--- src/rtl/fetch_unit_pkg.sv ---
// Shared types and constants for the instruction-fetch stage.
package fetch_unit_pkg;

    localparam int XLEN = 32;

    // Word placed in IF/ID when an entry is flushed or carries a fetch trap.
    localparam logic [XLEN-1:0] NOP_INSTR = 32'h0000_0000;

    // REQ: issue/hold a request, WAIT: one request outstanding,
    // HOLD: returned word parked in the skid buffer, ERR: misaligned PC trapped.
    typedef enum logic [1:0] {
        REQ  = 2'd0,
        WAIT = 2'd1,
        HOLD = 2'd2,
        ERR  = 2'd3
    } fetch_state_e;

endpackage

--- src/rtl/fetch_skid_buf.sv ---
// One-entry {instr, pc} buffer that parks a returned word while IF/ID is stalled.
module fetch_skid_buf
    import fetch_unit_pkg::*;
(
    input  logic            clk_i,
    input  logic            reset_i,
    input  logic            load_i,
    input  logic            clear_i,
    input  logic [XLEN-1:0] instr_i,
    input  logic [XLEN-1:0] pc_i,
    output logic            valid_o,
    output logic [XLEN-1:0] instr_o,
    output logic [XLEN-1:0] pc_o
);

    logic            valid_q;
    logic [XLEN-1:0] instr_q;
    logic [XLEN-1:0] pc_q;

    // Capture on load; clear empties the entry (clear wins over load).
    always_ff @(posedge clk_i) begin
        if (reset_i || clear_i) begin
            valid_q <= 1'b0;
            instr_q <= '0;
            pc_q    <= '0;
        end else if (load_i) begin
            valid_q <= 1'b1;
            instr_q <= instr_i;
            pc_q    <= pc_i;
        end
    end

    assign valid_o = valid_q;
    assign instr_o = instr_q;
    assign pc_o    = pc_q;

endmodule

--- src/rtl/fetch_unit.sv ---
// Instruction-fetch stage: drives the PC register input, talks to instruction
// memory with one outstanding request, and fills the IF/ID pipeline register.
//
// Memory handshake: imem_req is held with a stable imem_addr until a cycle with
// imem_gnt; the request is then accepted and exactly one imem_rvalid follows at
// least one cycle later. imem_gnt and imem_rvalid never coincide.
module fetch_unit
    import fetch_unit_pkg::*;
#(
    parameter logic [XLEN-1:0] RESET_PC  = 32'h0000_0000,
    parameter logic [XLEN-1:0] NOP_INSTR = fetch_unit_pkg::NOP_INSTR
) (
    input  logic            clk,
    input  logic            reset,
    input  logic [XLEN-1:0] pc_in,
    output logic [XLEN-1:0] pc_next,
    input  logic            stall,
    input  logic            redirect,
    input  logic [XLEN-1:0] redirect_target,
    output logic            imem_req,
    output logic [XLEN-1:0] imem_addr,
    input  logic            imem_gnt,
    input  logic            imem_rvalid,
    input  logic [XLEN-1:0] imem_rdata,
    output logic            ifid_valid,
    output logic [XLEN-1:0] ifid_instr,
    output logic [XLEN-1:0] ifid_pc,
    output logic [XLEN-1:0] ifid_pc4,
    output logic            ifid_fault,
    output logic [1:0]      dbg_state
);

    fetch_state_e    state_q, state_d;
    logic            drop_q, drop_d;

    logic            ifid_valid_q, ifid_fault_q;
    logic [XLEN-1:0] ifid_instr_q, ifid_pc_q, ifid_pc4_q;

    logic            can_load;
    logic            ifid_load, ifid_flush;
    logic [XLEN-1:0] load_instr, load_pc;
    logic            load_fault;

    logic            skid_load, skid_clear, skid_valid;
    logic [XLEN-1:0] skid_instr, skid_pc;

    // IF/ID behaves as a pipeline register: it takes a new entry (or a bubble)
    // whenever decode is not holding a live instruction.
    assign can_load = !ifid_valid_q || !stall;

    fetch_skid_buf u_skid (
        .clk_i   (clk),
        .reset_i (reset),
        .load_i  (skid_load),
        .clear_i (skid_clear),
        .instr_i (imem_rdata),
        .pc_i    (pc_in),
        .valid_o (skid_valid),
        .instr_o (skid_instr),
        .pc_o    (skid_pc)
    );

    // State and drop-flag register.
    always_ff @(posedge clk) begin
        if (reset) begin
            state_q <= REQ;
            drop_q  <= 1'b0;
        end else begin
            state_q <= state_d;
            drop_q  <= drop_d;
        end
    end

    // Next state, PC selection, memory request and IF/ID/skid controls.
    always_comb begin
        state_d    = state_q;
        drop_d     = drop_q;
        pc_next    = pc_in;
        imem_req   = 1'b0;
        ifid_load  = 1'b0;
        ifid_flush = 1'b0;
        load_instr = NOP_INSTR;
        load_pc    = pc_in;
        load_fault = 1'b0;
        skid_load  = 1'b0;
        skid_clear = 1'b0;

        if (reset) begin
            pc_next = RESET_PC;
            state_d = REQ;
            drop_d  = 1'b0;
        end else if (redirect) begin
            pc_next    = redirect_target;
            ifid_flush = 1'b1;
            skid_clear = 1'b1;
            // An accepted request cannot be cancelled: remember to drop its word.
            if (state_q == WAIT && !imem_rvalid) begin
                state_d = WAIT;
                drop_d  = 1'b1;
            end else begin
                state_d = REQ;
                drop_d  = 1'b0;
            end
        end else begin
            case (state_q)
                REQ: begin
                    if (pc_in[1:0] == 2'b00) begin
                        imem_req = 1'b1;
                        if (imem_gnt) state_d = WAIT;
                    end else if (can_load) begin
                        ifid_load  = 1'b1;
                        load_fault = 1'b1;
                        state_d    = ERR;
                    end
                end
                WAIT: begin
                    if (imem_rvalid) begin
                        if (drop_q) begin
                            drop_d  = 1'b0;
                            state_d = REQ;
                        end else if (can_load) begin
                            ifid_load  = 1'b1;
                            load_instr = imem_rdata;
                            pc_next    = pc_in + 32'd4;
                            state_d    = REQ;
                        end else begin
                            skid_load = 1'b1;
                            state_d   = HOLD;
                        end
                    end
                end
                HOLD: begin
                    if (can_load && skid_valid) begin
                        ifid_load  = 1'b1;
                        load_instr = skid_instr;
                        load_pc    = skid_pc;
                        skid_clear = 1'b1;
                        pc_next    = pc_in + 32'd4;
                        state_d    = REQ;
                    end
                end
                ERR: begin
                    state_d = ERR;
                end
                default: state_d = REQ;
            endcase
        end
    end

    // IF/ID register: flush beats stall; otherwise load an entry or a bubble.
    always_ff @(posedge clk) begin
        if (reset) begin
            ifid_valid_q <= 1'b0;
            ifid_fault_q <= 1'b0;
            ifid_instr_q <= NOP_INSTR;
            ifid_pc_q    <= '0;
            ifid_pc4_q   <= '0;
        end else if (ifid_flush) begin
            ifid_valid_q <= 1'b0;
            ifid_fault_q <= 1'b0;
            ifid_instr_q <= NOP_INSTR;
        end else if (can_load) begin
            if (ifid_load) begin
                ifid_valid_q <= 1'b1;
                ifid_fault_q <= load_fault;
                ifid_instr_q <= load_instr;
                ifid_pc_q    <= load_pc;
                ifid_pc4_q   <= load_pc + 32'd4;
            end else begin
                ifid_valid_q <= 1'b0;
                ifid_fault_q <= 1'b0;
            end
        end
    end

    assign imem_addr  = pc_in;
    assign ifid_valid = ifid_valid_q;
    assign ifid_fault = ifid_fault_q;
    assign ifid_instr = ifid_instr_q;
    assign ifid_pc    = ifid_pc_q;
    assign ifid_pc4   = ifid_pc4_q;
    assign dbg_state  = state_q;

endmodule

--- config.mk ---
export PLATFORM = sky130hd
export DESIGN_NAME = fetch_unit
export DESIGN_NICKNAME = d
export VERILOG_FILES = /design/src/rtl/fetch_unit_pkg.sv /design/src/rtl/fetch_skid_buf.sv /design/src/rtl/fetch_unit.sv
export SDC_FILE = /design/constraint.sdc
export NUM_CORES = 1
export LEC_CHECK = 0
export BUFFER_PORTS_ARGS = -buffer_cell sky130_fd_sc_hd__buf_2
export CAP_MARGIN = 20
export CORE_UTILIZATION = 45
export CTS_BUF_LIST = sky130_fd_sc_hd__clkbuf_2 sky130_fd_sc_hd__clkbuf_4 sky130_fd_sc_hd__clkbuf_8
export CTS_CLUSTER_SIZE = 25
export DETAILED_ROUTE_END_ITERATION = 16
export HOLD_SLACK_MARGIN = 0.12
export PLACE_DENSITY = 0.76
export SLEW_MARGIN = 10
export SYNTH_ARGS = -nofsm -noshare
export SYNTH_HDL_FRONTEND = slang
export SYNTH_SLANG_ARGS = --single-unit
--- constraint.sdc ---
create_clock -name clk -period 4.2 [get_ports clk]
set_input_delay 0.42 -clock clk [delete_from_list [all_inputs] [get_ports clk]]
set_output_delay 0.42 -clock clk [all_outputs]
set_load 0.05 [all_outputs]
==> impl_metrics.ini, run 1 <==
[status]
outcome = finished clean

[global_route]
grt_pass1_vias = 8744
track_usage = 0.290
grt_pass1_wl_mm = 47.2
grt_overflow = 0
grt_max_degree = 78
antenna_found_initial = 0

[clock_tree]
cts_hold_buf = 0
root_buffer = clkbuf_8
cts_num_sinks = 164
clkTransAtPathRegs_ns = 0.11
post_cts_buffers = 0
cts_tree = done
numCtsBuffers = 17
cts_buffer_depth = 2
clock_latency_ns = 0.48
cts_htree_levels = 4

[min_path]
hp-class = in2reg

[worst_setup_path]
cp-end-kind = primary output
crit_type = reg2out
cp-start-kind = register
crit_arrival_ns = 3.58
crit_required_ns = 3.78
crit_path_max_fanout = 16

[placed_design]
numPortBuffers = 266
dp_hpwl_mm = 21.6
post_dp_cell_area_um2 = 10400
gp_congestion = 0.972

[yosys]
ys.warnings.count = 0
ys_seq_area_frac = 0.357
yosys_register_bits = 164
synth_top_flop_cell = dfxtp_1
synthArstFlopShare = 0
synth_area_um2 = 9190
synthDistinctLibCells = 71
synth_edf_count = 0
syn_nets = 1335
syn_avg_cell_area_um2 = 7.49
synthCells = 1226

[drt]
wl_mm = 30.5
vias = 9788
firstDrtPassIters = 5
ant_nets = 0
first_iter_violations = 994
wl_per_cell_um = 18.3
routed_via_density = 5.88
drc_errors = 0

[finish]
final_area_um2 = 10800
drive_gt1_frac = 0.254
area_growth_pct = 17.2
diodes = 0
nets = 1496

[timing]
hold_viol_final = 0
setup_viol = 0
max_freq_mhz = 250
worst_slew_pin_slew_ns = 0.888
drv_slew = 0
relSlewSlack = 0.406
rsz0062_at_grt = no
finalCritPeriodShare = 0.952
period_needed_ns = 4.00
fin_tns_setup_ns = 0
finalClockSkew_ns = 0.0185

[die]
initial_core_util = 0.466
rows = 51
die_w_um = 145
design.die.area_um2 = 21000
ios = 267
core_um2 = 19700
die_h_um = 145

[run]
drv_cap = 0

[power_and_ir_drop]
p_per_area_nw_per_um2 = 358
peakVddDrop_mv = 0.291
leakagePower_nw = 4.36
[timing repair]
action,CTS,global route
gates resized for setup,0,1
endpoints found under the setup margin,0,1
hold endpoints to repair,0,0
[layer usage]
| metal | share of wire | track usage | vias to the layer above | routed length [um] |
|---|---|---|---|---|
| met4 | 0.031 | 0.105 | 0 | 942 |
| met1 | 0.41 | 0.375 | 4544 | 12700 |
| met2 | 0.46 | 0.467 | 520 | 14100 |
| li1 | - | - | 4636 | - |
| met5 | 0 | 0 | - | 0 |
| met3 | 0.092 | 0.0698 | 88 | 2810 |
[layout by cell type (no fill, tap or decap), types with 18 or more instances in the layout]
| master | n |
|---|---|
| nor2_1 | 119 |
| mux2i_1 | 35 |
| clkbuf_8 | 18 |
| a211oi_1 | 33 |
| a21oi_1 | 132 |
| buf_2 | 266 |
| inv_1 | 19 |
| nor3_1 | 53 |
| o21ai_0 | 36 |
| nand2_1 | 202 |
| nand3_1 | 44 |
| a22oi_1 | 35 |
| dfxtp_1 | 164 |
[kinds of logic (layout without fill, tap and decap cells)]
group	count (synthesis)	count (layout)	share of synthesized area
simple gates	508	508	0.254
compound gates	316	316	0.220
flops	164	164	0.357
buf+inv	164	338	0.0869
mux	47	47	0.0535
xor+xnor	20	20	0.0191
fa+ha+maj	7	7	0.00953
[sequential cells by signal, summed over array words and instances (netlist names)]
register	flops
ifid_fault	1
ifid_valid	1
u_skid.pc_o	32
dbg_state	2
u_skid.valid_o	1
ifid_pc4	30
drop_q	1
ifid_instr	32
u_skid.instr_o	32
ifid_pc	32
[power by group]
group          switching [W]  total [W]  leakage [nW]  internal (W)
Clock               0.000692    0.00116         0.200      0.000466
Combinational       0.000787    0.00104          2.83      0.000258
Sequential         0.0000364    0.00165          1.33       0.00161
Total                0.00152    0.00385          4.36       0.00234
[critical path: stages (launching register included)]
cell	delay, ns
dfxtp_1	0.38
inv_1	0.12
ha_1	0.46
and2_1	0.23
o211a_1	0.54
nand2_1	0.22
nor4_1	0.33
nor2_1	0.08
a221oi_1	0.40
buf_2	0.34
[synthesized netlist by cell type (all sizes together) (6+ instances only)]
master | number | share of area
nand2 | 202 | 0.083
dfxtp | 164 | 0.36
a21oi | 133 | 0.073
nor2 | 120 | 0.049
buf | 75 | 0.050
clkbuf | 69 | 0.028
nor3 | 57 | 0.033
nand3 | 47 | 0.027
o21ai | 38 | 0.021
mux2i | 36 | 0.040
a22oi | 35 | 0.029
a211oi | 33 | 0.027
inv | 19 | 0.0078
nand4 | 17 | 0.012
a31oi | 14 | 0.0095
xor2 | 13 | 0.012
nor2b | 12 | 0.0082
nor4 | 12 | 0.011
a221oi | 11 | 0.010
mux2 | 11 | 0.014
a311oi | 10 | 0.0095
and3 | 10 | 0.0068
ha | 7 | 0.0095
xnor2 | 7 | 0.0067
and2 | 6 | 0.0041
o211ai | 6 | 0.0049
[metrics by stage]
step                hold WS (ns)  cells  setup slack, ns  utilization  total power [W]
floorplan                  0.434   1226            0.463            -          0.00244
global placement           0.439   1633            0.951        0.525          0.00271
detailed placement         0.447   1633            0.839        0.525          0.00272
CTS                        0.157   1665            0.309        0.546          0.00386
global route               0.157   1665           0.0474        0.546          0.00400
finish                     0.175   1665            0.202        0.546          0.00385
[worst paths after layout]
| check | endpoint | cells past startpoint | start | slack, ns |
|---|---|---|---|---|
| worst min-delay path | u_skid.instr_o[15]$_SDFFE_PP0P_ | 3 | imem_rdata[15] | 0.18 |
| worst max-delay path | pc_next[29] | 9 | dbg_state[0]$_SDFFE_PP0P_ | 0.20 |
| worst min register to register | u_skid.instr_o[27]$_SDFFE_PP0P_ | 2 | u_skid.instr_o[27]$_SDFFE_PP0P_ | 0.46 |
| worst max register to register | ifid_pc4[30]$_SDFFE_PP0P_ | 13 | dbg_state[0]$_SDFFE_PP0P_ | 0.86 |
[final cells by class]
type	instances	area, um^2
Fill cell	1894	8950
Multi-Input combinational cell	898	5150
Inverter	20	75.1
Clock buffer	18	248
Clock inverter	14	163
Tap cell	265	332
Sequential cell	164	3280
Timing Repair Buffer	286	1520
(Power assumes the default switching activity.)
==> inputs of run 2 (changes only) <==
Settings changed: GPL_TIMING_DRIVEN set to 0.
==> impl_metrics.ini, run 2 (synthesis gave the netlist of run 1 again) <==
[finish]
diodes = 0
area_growth_pct = 21.9
layout_commonest_cell = buf_2
layout_common_cells = buf_2, nand2_1, dfxtp_1
nets = 1601
drive_gt1_frac = 0.252
post_layout_nonfiller_instances = 1770
fillers = 1913

[run]
drv_cap = 0

[worst_setup_path]
cp-end-kind = register
crit_type = reg2reg
crit_arrival_ns = 4.33
crit_path_max_fanout = 10
rr_worst_depth = 16
crit_required_ns = 4.57
cp-start-kind = register

[placed_design]
dp_hpwl_mm = 26.2
placed_cells_incl_taps = 1739
numPortBuffers = 248
gp_congestion = 1.00

[global_route]
grt_pass1_wl_mm = 52.1
grt_pass1_vias = 9464
antenna_found_initial = 0
track_usage = 0.327
grt_max_degree = 20
grt_overflow = 0

[drt]
routedLengthMet1_mm = 14.0
drc_errors = 0
maxUsedRoutingLayer = met4
ant_nets = 0
wl_mm = 34.5
dr_wl_met3_mm = 3.33
routed_via_density = 5.89
first_iter_violations = 1240
met2_length_mm = 15.6
wl_per_cell_um = 19.5
firstDrtPassIters = 6
vias = 10400

[timing]
worst_slew_pin_slew_ns = 0.883
relSlewSlack = 0.411
rsz0062_at_grt = no
setup_viol = 0
whs_ns = 0.178
drv_slew = 0
finalCritPeriodShare = 0.944
max_freq_mhz = 252
period_needed_ns = 3.96
finalClockSkew_ns = 0.0131
hold_viol_final = 0

[clock_tree]
clkTransAtPathRegs_ns = 0.10
cts_hold_buf = 0
cts_num_sinks = 164
cts_buffer_depth = 2
cts_htree_levels = 4
cts_tree = done
clock_latency_ns = 0.48
numCtsBuffers = 17
root_buffer = clkbuf_8

[die]
die_h_um = 145
initial_core_util = 0.466
design.die.area_um2 = 21000
rows = 51
ios = 267
die_w_um = 145
core_um2 = 19700

[power_and_ir_drop]
power_w = 0.00403
peakVddDrop_mv = 0.255
p_per_area_nw_per_um2 = 359
leakagePower_nw = 4.60

[status]
outcome = finished clean

[min_path]
hold_depth = 3
hp-class = in2reg
==> run 2: cell type report <==
type                    count  area, um^2  share of cell area
clock inverters            15         193              0.0172
repair buffers            248        1240               0.111
inverters                  20        75.1             0.00670
well taps                 265         332              0.0296
multi-input cells         898        5120               0.457
plain buffers             143         719              0.0642
flip-flops and latches    164        3280               0.293
clock buffers              17         234              0.0209
==> run 2: what timing repair did <==
action                     in CTS  in global routing
resized for setup               0                  2
pin swaps                       0                  0
buffers inserted                0                  0
setup endpoints to repair       1                  3
==> run 2: worst paths after layout <==
check	from	endpoint	slack [ns]
worst max-delay path	dbg_state[0]$_SDFFE_PP0P_	ifid_pc4[30]$_SDFFE_PP0P_	0.24
worst max register to register	dbg_state[0]$_SDFFE_PP0P_	ifid_pc4[30]$_SDFFE_PP0P_	0.24
worst min register to register	ifid_pc4[4]$_SDFFE_PP0P_	ifid_pc4[4]$_SDFFE_PP0P_	0.46
worst min-delay path	imem_rdata[25]	u_skid.instr_o[25]$_SDFFE_PP0P_	0.18
==> run 2: critical path, stage by stage, from the launching register on <==
cell and delay (ns):
dfxtp_1 0.36, inv_1 0.11, ha_1 0.28, inv_1 0.14
nor3_4 0.26, buf_6 0.21, buf_2 0.30, nand2_1 0.09
nand2_1 0.10, ha_1 0.15, clkbuf_1 0.37, nand2_1 0.17
nor4_4 0.31, mux2i_1 0.25, a21oi_2 0.27, mux2i_1 0.13
a311o_1 0.32
==> run 2: report_power, final <==
part | internal (W) | switching, W | total [W]
clock network | 0.000604 | 0.000671 | 0.00128
registers | 0.00161 | 0.0000348 | 0.00165
logic | 0.000279 | 0.000823 | 0.00110
==> run 2: per-layer routing <==
| metal | GRT usage | vias to the layer above |
|---|---|---|
| met3 | 0.0635 | 105 |
| met1 | 0.426 | 4884 |
| met4 | 0.155 | 0 |
| met5 | 0 | - |
| met2 | 0.521 | 605 |
| li1 | - | 4838 |
==> run 2: per-stage QoR <==
stage / instance area [um^2] / util / setup TNS, ns / setup WS (ns)
final: 11200 / 0.568 / 0 / 0.236
after global routing: 11200 / 0.568 / 0 / 0.0314
after CTS: 11200 / 0.567 / 0 / 0.164
after detailed placement: 10800 / 0.546 / -0.00923 / -0.00923
after global placement: 10800 / 0.546 / -0.0387 / -0.0387
after floorplan: 9190 / - / 0 / 0.463
==> inputs of run 3 (changes only) <==
Settings changed: BUFFER_PORTS_ARGS -buffer_cell sky130_fd_sc_hd__buf_2 to -buffer_cell sky130_fd_sc_hd__buf_4.
==> impl_metrics.ini, run 3 (synthesis gave the netlist of run 1 again) <==
[die]
initial_core_util = 0.466
core_um2 = 19700
die_h_um = 145
ios = 267
die_w_um = 145
design.die.area_um2 = 21000
rows = 51

[global_route]
track_usage = 0.337
grt_overflow = 0
grt_pass1_wl_mm = 53.7
grt_pass1_vias = 9635
grt_max_degree = 20
antenna_found_initial = 0

[timing]
finalClockSkew_ns = 0.0165
hold_viol_final = 0
drv_slew = 0
fin_ws_ns = 0.252
relSlewSlack = 0.363
finalCritPeriodShare = 0.940
max_freq_mhz = 253
whs_ns = 0.167
setup_viol = 0
worst_slew_pin_slew_ns = 0.938
rsz0062_at_grt = no
period_needed_ns = 3.95

[finish]
diodes = 0
area_growth_pct = 28.1
layout_commonest_cell = buf_4
nets = 1600
drive_gt1_frac = 0.252
final_util = 0.597
final_area_um2 = 11800
layout_common_cells = buf_4, nand2_1, dfxtp_1

[drt]
first_iter_violations = 1214
wl_per_cell_um = 20.1
drc_errors = 0
wl_mm = 35.6
ant_nets = 0
vias = 10500
firstDrtPassIters = 8
routed_via_density = 5.96

[power_and_ir_drop]
intPower_w = 0.00247
netSwitchingPower_w = 0.00153
peakVddDrop_mv = 0.253
power.share.sequential = 0.414
clkPwrFrac = 0.289
p_comb_frac = 0.297
switching_share = 0.383
leakagePower_nw = 4.70
p_per_area_nw_per_um2 = 339

[placed_design]
dp_hpwl_mm = 27.0
gp_congestion = 1.04
preCtsSetupSlack_ns = -0.220
numPortBuffers = 248
post_dp_cell_area_um2 = 11400

[worst_setup_path]
cp-start-kind = register
crit_type = reg2reg
crit_arrival_ns = 4.31
ff2ff_setup_slack_ns = 0.25
crit_required_ns = 4.56
crit_path_max_fanout = 10
cp-end-kind = register

[clock_tree]
clock_latency_ns = 0.48
clkTransAtPathRegs_ns = 0.10
cts_tree = done
cts_num_sinks = 164
numCtsBuffers = 17
post_cts_buffers = 0
cts_htree_levels = 4
cts_buffer_depth = 2
root_buffer = clkbuf_8

[run]
drv_cap = 0

[min_path]
hp-class = in2reg

[status]
outcome = finished clean
run 3: cell types whose count changed in the layout (fill, tap and decap cells not counted), sizes merged:
cell      previous run  this run
bufinv               3         1
clkinv               5         6
clkinvlp             2         0
inv                 25        27
run 3: what timing repair did:
action | 4_1_cts | 5_1_grt
gates resized for setup | 0 | 2
hold buffers | 0 | 0
pin swaps | 0 | 0
setup endpoints to repair | 4 | 5
run 3: critical path: stages (launching register included):
cell and delay (ns):
dfxtp_1 0.38, inv_1 0.12, ha_1 0.29, inv_1 0.15
nor3_4 0.26, buf_6 0.21, buf_2 0.32, nand2_1 0.10
nand2_1 0.10, ha_1 0.39, nand2_1 0.16, nor4_4 0.35
mux2i_1 0.27, a21oi_2 0.28, mux2i_1 0.13, a311o_1 0.32
run 3: stage by stage:
stage               cells  total power [W]  setup TNS, ns
detailed placement   1739          0.00286         -0.333
global placement     1739          0.00285         -0.335
finish               1769          0.00400              0
CTS                  1770          0.00399              0
floorplan            1226          0.00244              0
global route         1769          0.00414              0
run 3: power by group through the flow:
stage               Combinational (W)  Clock [W]  Sequential (W)
finish                        0.00119    0.00116         0.00165
global route                  0.00124    0.00123         0.00166
CTS                           0.00117    0.00117         0.00165
detailed placement            0.00117          0         0.00169
global placement              0.00116          0         0.00169
floorplan                    0.000561          0         0.00188
run 3: final timing paths:
check | startpoint | to | cells past startpoint
max reg2reg | dbg_state[0]$_SDFFE_PP0P_ | ifid_pc4[30]$_SDFFE_PP0P_ | 15
max | dbg_state[0]$_SDFFE_PP0P_ | ifid_pc4[30]$_SDFFE_PP0P_ | 15
min reg2reg | ifid_pc[27]$_SDFFE_PP0P_ | ifid_pc[27]$_SDFFE_PP0P_ | 2
min | imem_rvalid | drop_q$_SDFFE_PP0P_ | 2
run 3: layer usage:
metal  track usage  wire (um)  vias up
met4         0.147       1470        0
li1              -          -     4843
met2         0.561      16600      607
met3        0.0714       3660      105
met1         0.419      13900     4985
met5             0          0        -
run 3: cell type report:
type / instances / area [um^2]
sequential: 164 / 3280
timing repair buffer: 248 / 1860
fill: 1871 / 7940
inverter: 20 / 75.1
clock inverter: 14 / 141
multi-input combinational: 898 / 5120
clock buffer: 18 / 241
buffer: 142 / 716
tap: 265 / 332
